<file path="config.mk">
export PLATFORM = sky130hd
export DESIGN_NAME = dmem_arbiter
export DESIGN_NICKNAME = d
export VERILOG_FILES = /design/src/rtl/dmem_arbiter.sv
export SDC_FILE = /design/constraint.sdc
export NUM_CORES = 1
export LEC_CHECK = 0
export CORE_MARGIN = 2
export CORE_UTILIZATION = 39
export DETAILED_ROUTE_END_ITERATION = 16
export GPL_ROUTABILITY_DRIVEN = 0
export PLACE_DENSITY = 0.76
export REMOVE_ABC_BUFFERS = 1
export SLEW_MARGIN = 20
export SYNTH_ARGS = -nofsm -noshare
export SYNTH_HDL_FRONTEND = slang
export SYNTH_SLANG_ARGS = --single-unit
</file>
<file path="constraint.sdc">
create_clock -name clk -period 1.71 [get_ports clk]
set_clock_uncertainty 0.05 [all_clocks]
set_input_delay 0.342 -clock clk [delete_from_list [all_inputs] [get_ports clk]]
set_output_delay 0.342 -clock clk [all_outputs]
set_load 0.02 [all_outputs]
</file>
<file path="src/rtl/dmem_arbiter.sv">
// ---------------------------------------------------------------------------
// dmem_arbiter
//
// Purpose:
//   Round-robin arbiter and access sequencer that sits in front of a
//   single-port 32-word data memory. The memory reads combinationally and
//   writes on the rising edge. Two requesters share it: the core load/store
//   unit (m0) and a debug/DMA port (m1). Each granted transaction is
//   sequenced onto the memory.
//
//   Stores with partial byte enables are done as a read-modify-write: one
//   read cycle, then one write cycle that carries the merged word. A store
//   with no byte enables set never touches the memory and is acknowledged
//   straight away.
//
//   Every memory-side output is driven from a register, so nothing on the
//   requester inputs reaches the memory combinationally. The one exception
//   is reset: rst_n gates both enables so that a write already in flight is
//   never committed once reset is seen.
//
// Ports:
//   clk                 in   single clock, rising edge
//   rst_n               in   synchronous active-low reset
//   m0_req / m1_req     in   request, held with its fields until ack
//   m0_we / m1_we       in   1 = write, 0 = read
//   m0_addr / m1_addr   in   word address (memory uses [4:0])
//   m0_wdata / m1_wdata in   write data
//   m0_be / m1_be       in   byte enables, bit i covers byte i
//   m0_ack / m1_ack     out  one-cycle completion pulse
//   m0_rdata / m1_rdata out  read data during ack of a read, else 0
//   mem_addr            out  memory address
//   mem_rd_en           out  memory read enable
//   mem_wr_en           out  memory write enable
//   mem_wdata           out  memory write data
//   mem_rdata           in   memory read data
// ---------------------------------------------------------------------------
module dmem_arbiter (
  input  logic        clk,
  input  logic        rst_n,
  input  logic        m0_req,
  input  logic        m0_we,
  input  logic [31:0] m0_addr,
  input  logic [31:0] m0_wdata,
  input  logic [3:0]  m0_be,
  output logic        m0_ack,
  output logic [31:0] m0_rdata,
  input  logic        m1_req,
  input  logic        m1_we,
  input  logic [31:0] m1_addr,
  input  logic [31:0] m1_wdata,
  input  logic [3:0]  m1_be,
  output logic        m1_ack,
  output logic [31:0] m1_rdata,
  output logic [31:0] mem_addr,
  output logic        mem_rd_en,
  output logic        mem_wr_en,
  output logic [31:0] mem_wdata,
  input  logic [31:0] mem_rdata
);

  localparam logic [2:0] IDLE   = 3'd0;
  localparam logic [2:0] ACCESS = 3'd1;
  localparam logic [2:0] RMW_RD = 3'd2;
  localparam logic [2:0] RMW_WR = 3'd3;
  localparam logic [2:0] RESP   = 3'd4;

  logic [2:0]  state_q,    state_d;
  logic        lastM1_q,   lastM1_d;
  logic        gntM1_q,    gntM1_d;
  logic        we_q,       we_d;
  logic [31:0] addr_q,     addr_d;
  logic [31:0] wdata_q,    wdata_d;
  logic [3:0]  be_q,       be_d;
  logic [31:0] rspData_q,  rspData_d;
  logic [31:0] memAddr_q,  memAddr_d;
  logic        memRdEn_q,  memRdEn_d;
  logic        memWrEn_q,  memWrEn_d;
  logic [31:0] memWdata_q, memWdata_d;

  logic        anyReq;
  logic        pickM1;
  logic [31:0] mergedWord;
  logic        nextIsMemState;

  // Round-robin choice between the requesters. With only one requesting,
  // that one wins. With both requesting, the one that was not granted last
  // wins. lastM1_q comes out of reset set, so m0 takes the first tie.
  always_comb begin
    anyReq = m0_req | m1_req;
    pickM1 = 1'b0;
    if (m1_req && !m0_req) begin
      pickM1 = 1'b1;
    end else if (m1_req && m0_req) begin
      pickM1 = !lastM1_q;
    end
  end

  // Byte merge for partial stores. Each enabled byte comes from the latched
  // write data, and each disabled byte comes from the word the memory
  // returns during RMW_RD. The result is only consumed on the RMW_RD ->
  // RMW_WR transition, while mem_rdata holds the addressed word.
  always_comb begin
    mergedWord = '0;
    for (int i = 0; i < 4; i++) begin
      mergedWord[8*i +: 8] = be_q[i] ? wdata_q[8*i +: 8] : mem_rdata[8*i +: 8];
    end
  end

  // Main sequencer. IDLE is the only state that looks at req. It latches the
  // whole transaction and picks the path from the type of access:
  //   - read or full-word store: a single memory cycle
  //   - partial store: read-modify-write
  //   - store with no enables: straight to the response
  always_comb begin
    state_d   = state_q;
    lastM1_d  = lastM1_q;
    gntM1_d   = gntM1_q;
    we_d      = we_q;
    addr_d    = addr_q;
    wdata_d   = wdata_q;
    be_d      = be_q;
    rspData_d = rspData_q;

    case (state_q)
      IDLE: begin
        if (anyReq) begin
          gntM1_d   = pickM1;
          lastM1_d  = pickM1;
          we_d      = pickM1 ? m1_we    : m0_we;
          addr_d    = pickM1 ? m1_addr  : m0_addr;
          wdata_d   = pickM1 ? m1_wdata : m0_wdata;
          be_d      = pickM1 ? m1_be    : m0_be;
          rspData_d = '0;
          if (!we_d || be_d == 4'b1111) begin
            state_d = ACCESS;
          end else if (be_d == 4'b0000) begin
            state_d = RESP;
          end else begin
            state_d = RMW_RD;
          end
        end
      end
      ACCESS: begin
        if (!we_q) begin
          rspData_d = mem_rdata;
        end
        state_d = RESP;
      end
      RMW_RD: begin
        state_d = RMW_WR;
      end
      RMW_WR: begin
        state_d = RESP;
      end
      RESP: begin
        state_d = IDLE;
      end
      default: begin
        state_d = IDLE;
      end
    endcase
  end

  // Memory-side outputs are computed from the state being entered and then
  // registered. This way the registered values line up with the state that
  // uses them in the next cycle. Outside the memory states the address,
  // enables and write data all sit at zero.
  always_comb begin
    nextIsMemState = (state_d == ACCESS) || (state_d == RMW_RD) ||
                     (state_d == RMW_WR);
    memAddr_d  = nextIsMemState ? addr_d : 32'h0;
    memRdEn_d  = ((state_d == ACCESS) && !we_d) || (state_d == RMW_RD);
    memWrEn_d  = ((state_d == ACCESS) && we_d) || (state_d == RMW_WR);
    memWdata_d = 32'h0;
    if ((state_d == ACCESS) && we_d) begin
      memWdata_d = wdata_d;
    end else if (state_d == RMW_WR) begin
      memWdata_d = mergedWord;
    end
  end

  // State and output registers with synchronous reset. Reset drops any
  // transaction in flight without an ack. It also hands the next tie to m0.
  always_ff @(posedge clk) begin
    if (!rst_n) begin
      state_q    <= IDLE;
      lastM1_q   <= 1'b1;
      gntM1_q    <= 1'b0;
      we_q       <= 1'b0;
      addr_q     <= '0;
      wdata_q    <= '0;
      be_q       <= '0;
      rspData_q  <= '0;
      memAddr_q  <= '0;
      memRdEn_q  <= 1'b0;
      memWrEn_q  <= 1'b0;
      memWdata_q <= '0;
    end else begin
      state_q    <= state_d;
      lastM1_q   <= lastM1_d;
      gntM1_q    <= gntM1_d;
      we_q       <= we_d;
      addr_q     <= addr_d;
      wdata_q    <= wdata_d;
      be_q       <= be_d;
      rspData_q  <= rspData_d;
      memAddr_q  <= memAddr_d;
      memRdEn_q  <= memRdEn_d;
      memWrEn_q  <= memWrEn_d;
      memWdata_q <= memWdata_d;
    end
  end

  // Gating the enables with rst_n means that a reset landing on a write
  // cycle suppresses the write at that same edge. Without it the memory
  // would commit a half-finished transaction.
  assign mem_addr  = memAddr_q;
  assign mem_wdata = memWdata_q;
  assign mem_rd_en = memRdEn_q & rst_n;
  assign mem_wr_en = memWrEn_q & rst_n;

  // Ack and read data are decoded from the response state. Only the granted
  // requester sees the pulse, and the read data is zero for stores.
  assign m0_ack   = (state_q == RESP) && !gntM1_q;
  assign m1_ack   = (state_q == RESP) && gntM1_q;
  assign m0_rdata = (m0_ack && !we_q) ? rspData_q : 32'h0;
  assign m1_rdata = (m1_ack && !we_q) ? rspData_q : 32'h0;

endmodule
</file>
Word-level counts from Yosys, hierarchy flattened

Index checks and enable logic that the tools add are counted.

Reduce and logical (&&, ||, !) cells: 26
Muxes and demuxes: 27
Equal/unequal tests: 10
Bitwise operators: 3

Operators with widths:

| kind                                                                  | number |
|---|---|
| 32-bit 2-to-1 mux                                                     | 12 |
| 32-bit one-hot mux with 2 select lines                                | 1 |
| 8-bit 2-to-1 mux                                                      | 4 |
| 3-bit by 2-bit equality test with 1-bit output, second input constant | 4 |
| 3-bit 2-to-1 mux                                                      | 3 |
| 3-bit one-hot mux with 3 select lines                                 | 1 |
| 1-bit logical AND                                                     | 8 |
| 3-bit by 1-bit equality test with 1-bit output, second input constant | 2 |
| 1-bit zero test                                                       | 6 |
| 1-bit logical OR                                                      | 5 |
| 1-bit 2-to-1 mux                                                      | 5 |
| 4-bit equality test, second input constant                            | 1 |
| 4-bit zero test                                                       | 1 |
| 4-bit 2-to-1 mux                                                      | 1 |
| 2-bit != test, second input constant                                  | 2 |
| 2-bit AND reduction                                                   | 2 |
| 3-bit equality test, second input constant                            | 1 |
| 3-bit zero test                                                       | 1 |
| 3-bit AND reduction                                                   | 1 |
| 1-bit bitwise AND                                                     | 2 |
| 2-bit nonzero test                                                    | 1 |
| 2-bit OR reduction                                                    | 1 |
| 1-bit bitwise OR                                                      | 1 |

Flip-flop bits (word level): 172
Output and inout bits: 132

Depth between registers and ports, before layout

Word-level depth: 13
Gate-level depth with buffers: 8
Mapped depth without buffers: 4

Least setup slack after synthesis

Ideal clock, no wire load.

Path kind: reg2out
Start point: reg state_q[1]
End point: out m1_rdata[10]
Buffers on the path: 2
Data arrival time: 1.594 ns
Path slack: -0.276 ns
Required time: 1.318 ns
Cell stages (with the launch flop): 7
Path through: dfxtp_1 buf_2 nor2_1 and3_1 nor2b_1 clkbuf_1 and2_1

Cells in the longest elaborated chain, start to end: 4

Ends and longest elaborated chain:

| item                     | line | RTL |
|---|---|---|
| start: declaration       | 67   | `logic [2:0] state_q, state_d;` |
| start signal: assignment | 199  | `state_q <= state_d;` |
| 3-bit equality test      | 225  | `assign m1_ack = (state_q == RESP) && gntM1_q;` |
| 1-bit logical AND        | 225  |  |
| net m1_ack               | 52   | `output logic m1_ack,` |
| 1-bit logical AND        | 227  | `assign m1_rdata = (m1_ack && !we_q) ? rspData_q : 32'h0;` |
| 32-bit 2-to-1 mux        | 227  |  |
| end: declaration         | 53   | `output logic [31:0] m1_rdata,` |

The timed path passes the listed nets, and every way through them passes these cells.

Worst setup path in the final report

Start point: reg gntM1_q
End point: out m0_rdata[30]

Cells in the longest elaborated chain, start to end: 4

Ends and longest elaborated chain:

| item                     | line | RTL |
|---|---|---|
| start: declaration       | 69   | `logic gntM1_q, gntM1_d;` |
| start signal: assignment | 201  | `gntM1_q <= gntM1_d;` |
| 1-bit zero test          | 224  | `assign m0_ack = (state_q == RESP) && !gntM1_q;` |
| 1-bit logical AND        | 224  |  |
| 1-bit logical AND        | 226  | `assign m0_rdata = (m0_ack && !we_q) ? rspData_q : 32'h0;` |
| 32-bit 2-to-1 mux        | 226  |  |
| end: declaration         | 46   | `output logic [31:0] m0_rdata,` |

Every way passes these cells.

==> run metrics <==
Pwr Total between 10 and 15 mW; largest net degree at the start of global routing 35; I/O Buffers a little over 300; Hold Path Class in2reg; Fin. Hold Viols 0; layout cell share with drive strength beyond 1 0.321; Initial DRC Count between 300 and 400; final WL a little over 30000 um; Routed wire per std cell between 20 and 25 um; initial core utilization 0.394; Synth cell types 42; FF-to-FF End mem_wdata[31]; max_slew headroom 0.623; Worst path top cell family by delay buffers and inverters; Slew Limit Fails 0; crit path time final between 2000 and 2500 ps; Mapped Avg Cell Area 9.38 um^2; max-cap viol count 0; r2r worst-path depth 7; grt peak-use layer met2; Antenna Cells 0; CTS sink count between 150 and 200; vias in the first global route around 7.7k; Worst EP arrival between 1500 and 2000 ps; Finished Cell Area 13700 um^2; total CTS buffers 17; Crit. End Element output pin; Setup TNS -41440 ps; GRT met3 Usage 0.0723; final cycle utilization of the critical path 1.27; Most used DFF post-synth dfxtp_1; worst slack at placement -670 ps; H-tree depth 4; worst setup path startpoint gntM1_q; core area between 15000 and 20000 um^2; FILL cells 1423; DR vias slightly below 8k; RSZ-0062 raised after global routing true; Setup CP Type reg2out; Overflow after GRT 0; cts hold-fix bufs 0; worst skew pair latency about 420 ps; antenna violations before repair 0; DP Wirelength 18800 um; # setup viols final 193; critical path depth 7; first-pass iteration count of the detailed router 4; met2 GRT Util 0.489; register bit total from synthesis roughly 170; CTS tree done; GRT Total Usage 0.270; Leak ~6.4 nW; grt met1 use 0.300; flop2flop setup slack -270 ps; Register Area 3450 um^2; synthesized area about 7600 um^2; Max VDD drop about 0.00069 V; Critical Path Fanout Max 7; Layout area overhead 80.5%; dpl cells approximately 1.4k; footprint of the multi-input gates 4380 um^2; ys async rst share 0; Worst path max stage delay 330 ps; Post-Syn Instances about 800; Die Y-Extent approximately 140 um; failing checks negative setup slack; sequential area share after synthesis 0.454; pwr/cell area 977 nW/um^2; Detail Route Antenna Nets 0; row cnt just over 50; Clock Path Buffers 2; io pins ~310; Vias/cell around 5.4; crit path launch type register; ordered cell list for the critical path buf_4 > nor3_4 > buf_12 > buf_12 > buf_6 > and2_4 > buf_6; Peak Freq 0.460 GHz; CP bufs+invs 5; CP endpoint m0_rdata[30]; first-pass GRT wire length around 42000 um; YS warnings 0; DIE AREA 20600 um^2; final non-filler cell total ~1.5k; status complete, but fails checks; EDFF count, synth 0; die width between 100 and 150 um; root buf cell clkbuf_16; Crit-path slowest cell dfxtp_2; Placed Area approximately 11000 um^2; setup ws final -463 ps; Reg2Reg Launch Point state_q[0]; fin nets roughly 1.4k; Worst Max-Slew Pin Slew ~560 ps; CP required ~1300 ps; Clock transition at path regs around 60 ps; DRC 0
[state kept, by name, summed over array words and instances, names as in the netlist, 3 cells and up]
register / cells
state_q: 3
addr_q: 32
wdata_q: 32
be_q: 4
mem_wdata: 32
rspData_q: 32
mem_addr: 32
[worst min-delay path, cell delays in order]
cell,delay [ps]
dlymetal6s2s_1,140
buf_4,140
nand2_1,50
a311oi_1,70
[worst min-delay path by stage]
stage | endpoint | cells after the start | slack [ps] | startpoint
2_1_floorplan | lastM1_q | 1 | 380 | rst_n
6_report | be_q[2] | 4 | 320 | m1_be[2]
5_1_grt | be_q[2] | 4 | 330 | m1_be[2]
3_5_place_dp | rspData_q[30] | 2 | 420 | rspData_q[30]
3_3_place_gp | rspData_q[13] | 2 | 410 | rspData_q[13]
4_1_cts | be_q[0] | 4 | 420 | m1_be[0]
[power breakdown]
group | switching (mW) | total (mW) | internal [mW]
Sequential | 0.288 | 4.83 | 4.54
Clock | 1.61 | 3.72 | 2.10
Combinational | 2.37 | 4.84 | 2.46
Total | 4.27 | 13.4 | 9.11
[stage by stage]
| step | hold WS, ps | util |
|---|---|---|
| 2_1_floorplan | 381 | - |
| 3_3_place_gp | 408 | 0.596 |
| 3_5_place_dp | 416 | 0.596 |
| 4_1_cts | 419 | 0.665 |
| 5_1_grt | 334 | 0.711 |
| 6_report | 323 | 0.711 |
[cells in the final DEF (no fill, tap or decap), drive strengths merged, types with 2 or more instances in the layout]
cell type,netlist,layout
clkinvlp,0,3
nand4,2,2
inv,4,4
a311oi,4,4
nor3,3,3
and3,2,2
a211oi,56,56
mux2i,62,62
and2,66,66
clkinv,0,6
or3,2,2
dlymetal6s2s,0,65
o211a,2,2
o32a,32,32
nand2,50,50
nor2b,2,2
nand3,39,39
o21ai,35,35
a21oi,35,35
dlygate4sd2,0,7
buf,34,190
o32ai,34,34
dfxtp,172,172
clkdlybuf4s50,0,165
clkbuf,42,30
nor3b,10,10
o211ai,2,2
nor2,108,108
nor4,2,2
[area by class of cell]
| class | count | share of cell area |
|---|---|---|
| Clock inverter | 10 | 0.00685 |
| Multi-Input combinational cell | 557 | 0.320 |
| Tap cell | 265 | 0.0242 |
| Inverter | 4 | 0.00110 |
| Timing Repair Buffer | 438 | 0.362 |
| Sequential cell | 172 | 0.252 |
| Clock buffer | 20 | 0.0341 |
[cells by family after synthesis]
group                  count (synthesis)  share of synthesized area
AO/OA/AOI/OAI                        206                      0.232
multiplexers                          63                     0.0837
AND/OR/NAND/NOR                      288                      0.182
buffers and inverters                 80                     0.0485
flip-flops                           172                      0.454
[layer usage]
metal | part of all wire | vias up
li1 | - | 3700
met1 | 0.38 | 3850
met2 | 0.51 | 328
met3 | 0.078 | 65
met4 | 0.033 | 0
met5 | 0 | -
[synth_stat cells (2+ instances only)]
| master | n | share of area |
|---|---|---|
| dfxtp_1 | 172 | 0.45 |
| nor2_1 | 107 | 0.053 |
| and2_1 | 66 | 0.054 |
| mux2i_1 | 61 | 0.080 |
| a211oi_1 | 56 | 0.055 |
| nand2_1 | 50 | 0.025 |
| clkbuf_1 | 42 | 0.021 |
| nand3_1 | 39 | 0.026 |
| a21oi_1 | 35 | 0.023 |
| o21ai_0 | 34 | 0.022 |
| o32a_1 | 32 | 0.042 |
| o32ai_2 | 28 | 0.060 |
| buf_2 | 21 | 0.014 |
| nor3b_1 | 10 | 0.0099 |
| buf_1 | 7 | 0.0035 |
| o32ai_1 | 6 | 0.0069 |
| buf_6 | 5 | 0.0074 |
| a311oi_1 | 4 | 0.0046 |
| inv_1 | 3 | 0.0015 |
| nor3_1 | 3 | 0.0020 |
| and3_1 | 2 | 0.0016 |
| nand4_1 | 2 | 0.0016 |
| nor2b_1 | 2 | 0.0016 |
| nor4_1 | 2 | 0.0016 |
| o211a_1 | 2 | 0.0026 |
| or3_1 | 2 | 0.0016 |
[repair_timing]
| item | CTS | global route |
|---|---|---|
| buffers inserted | 18 | 17 |
| gates cloned | 14 | 10 |
| resized for setup | 458 | 187 |
| pin swaps | 23 | 80 |
| endpoints found under the setup margin | 264 | 266 |
(Power assumes the default switching activity.)
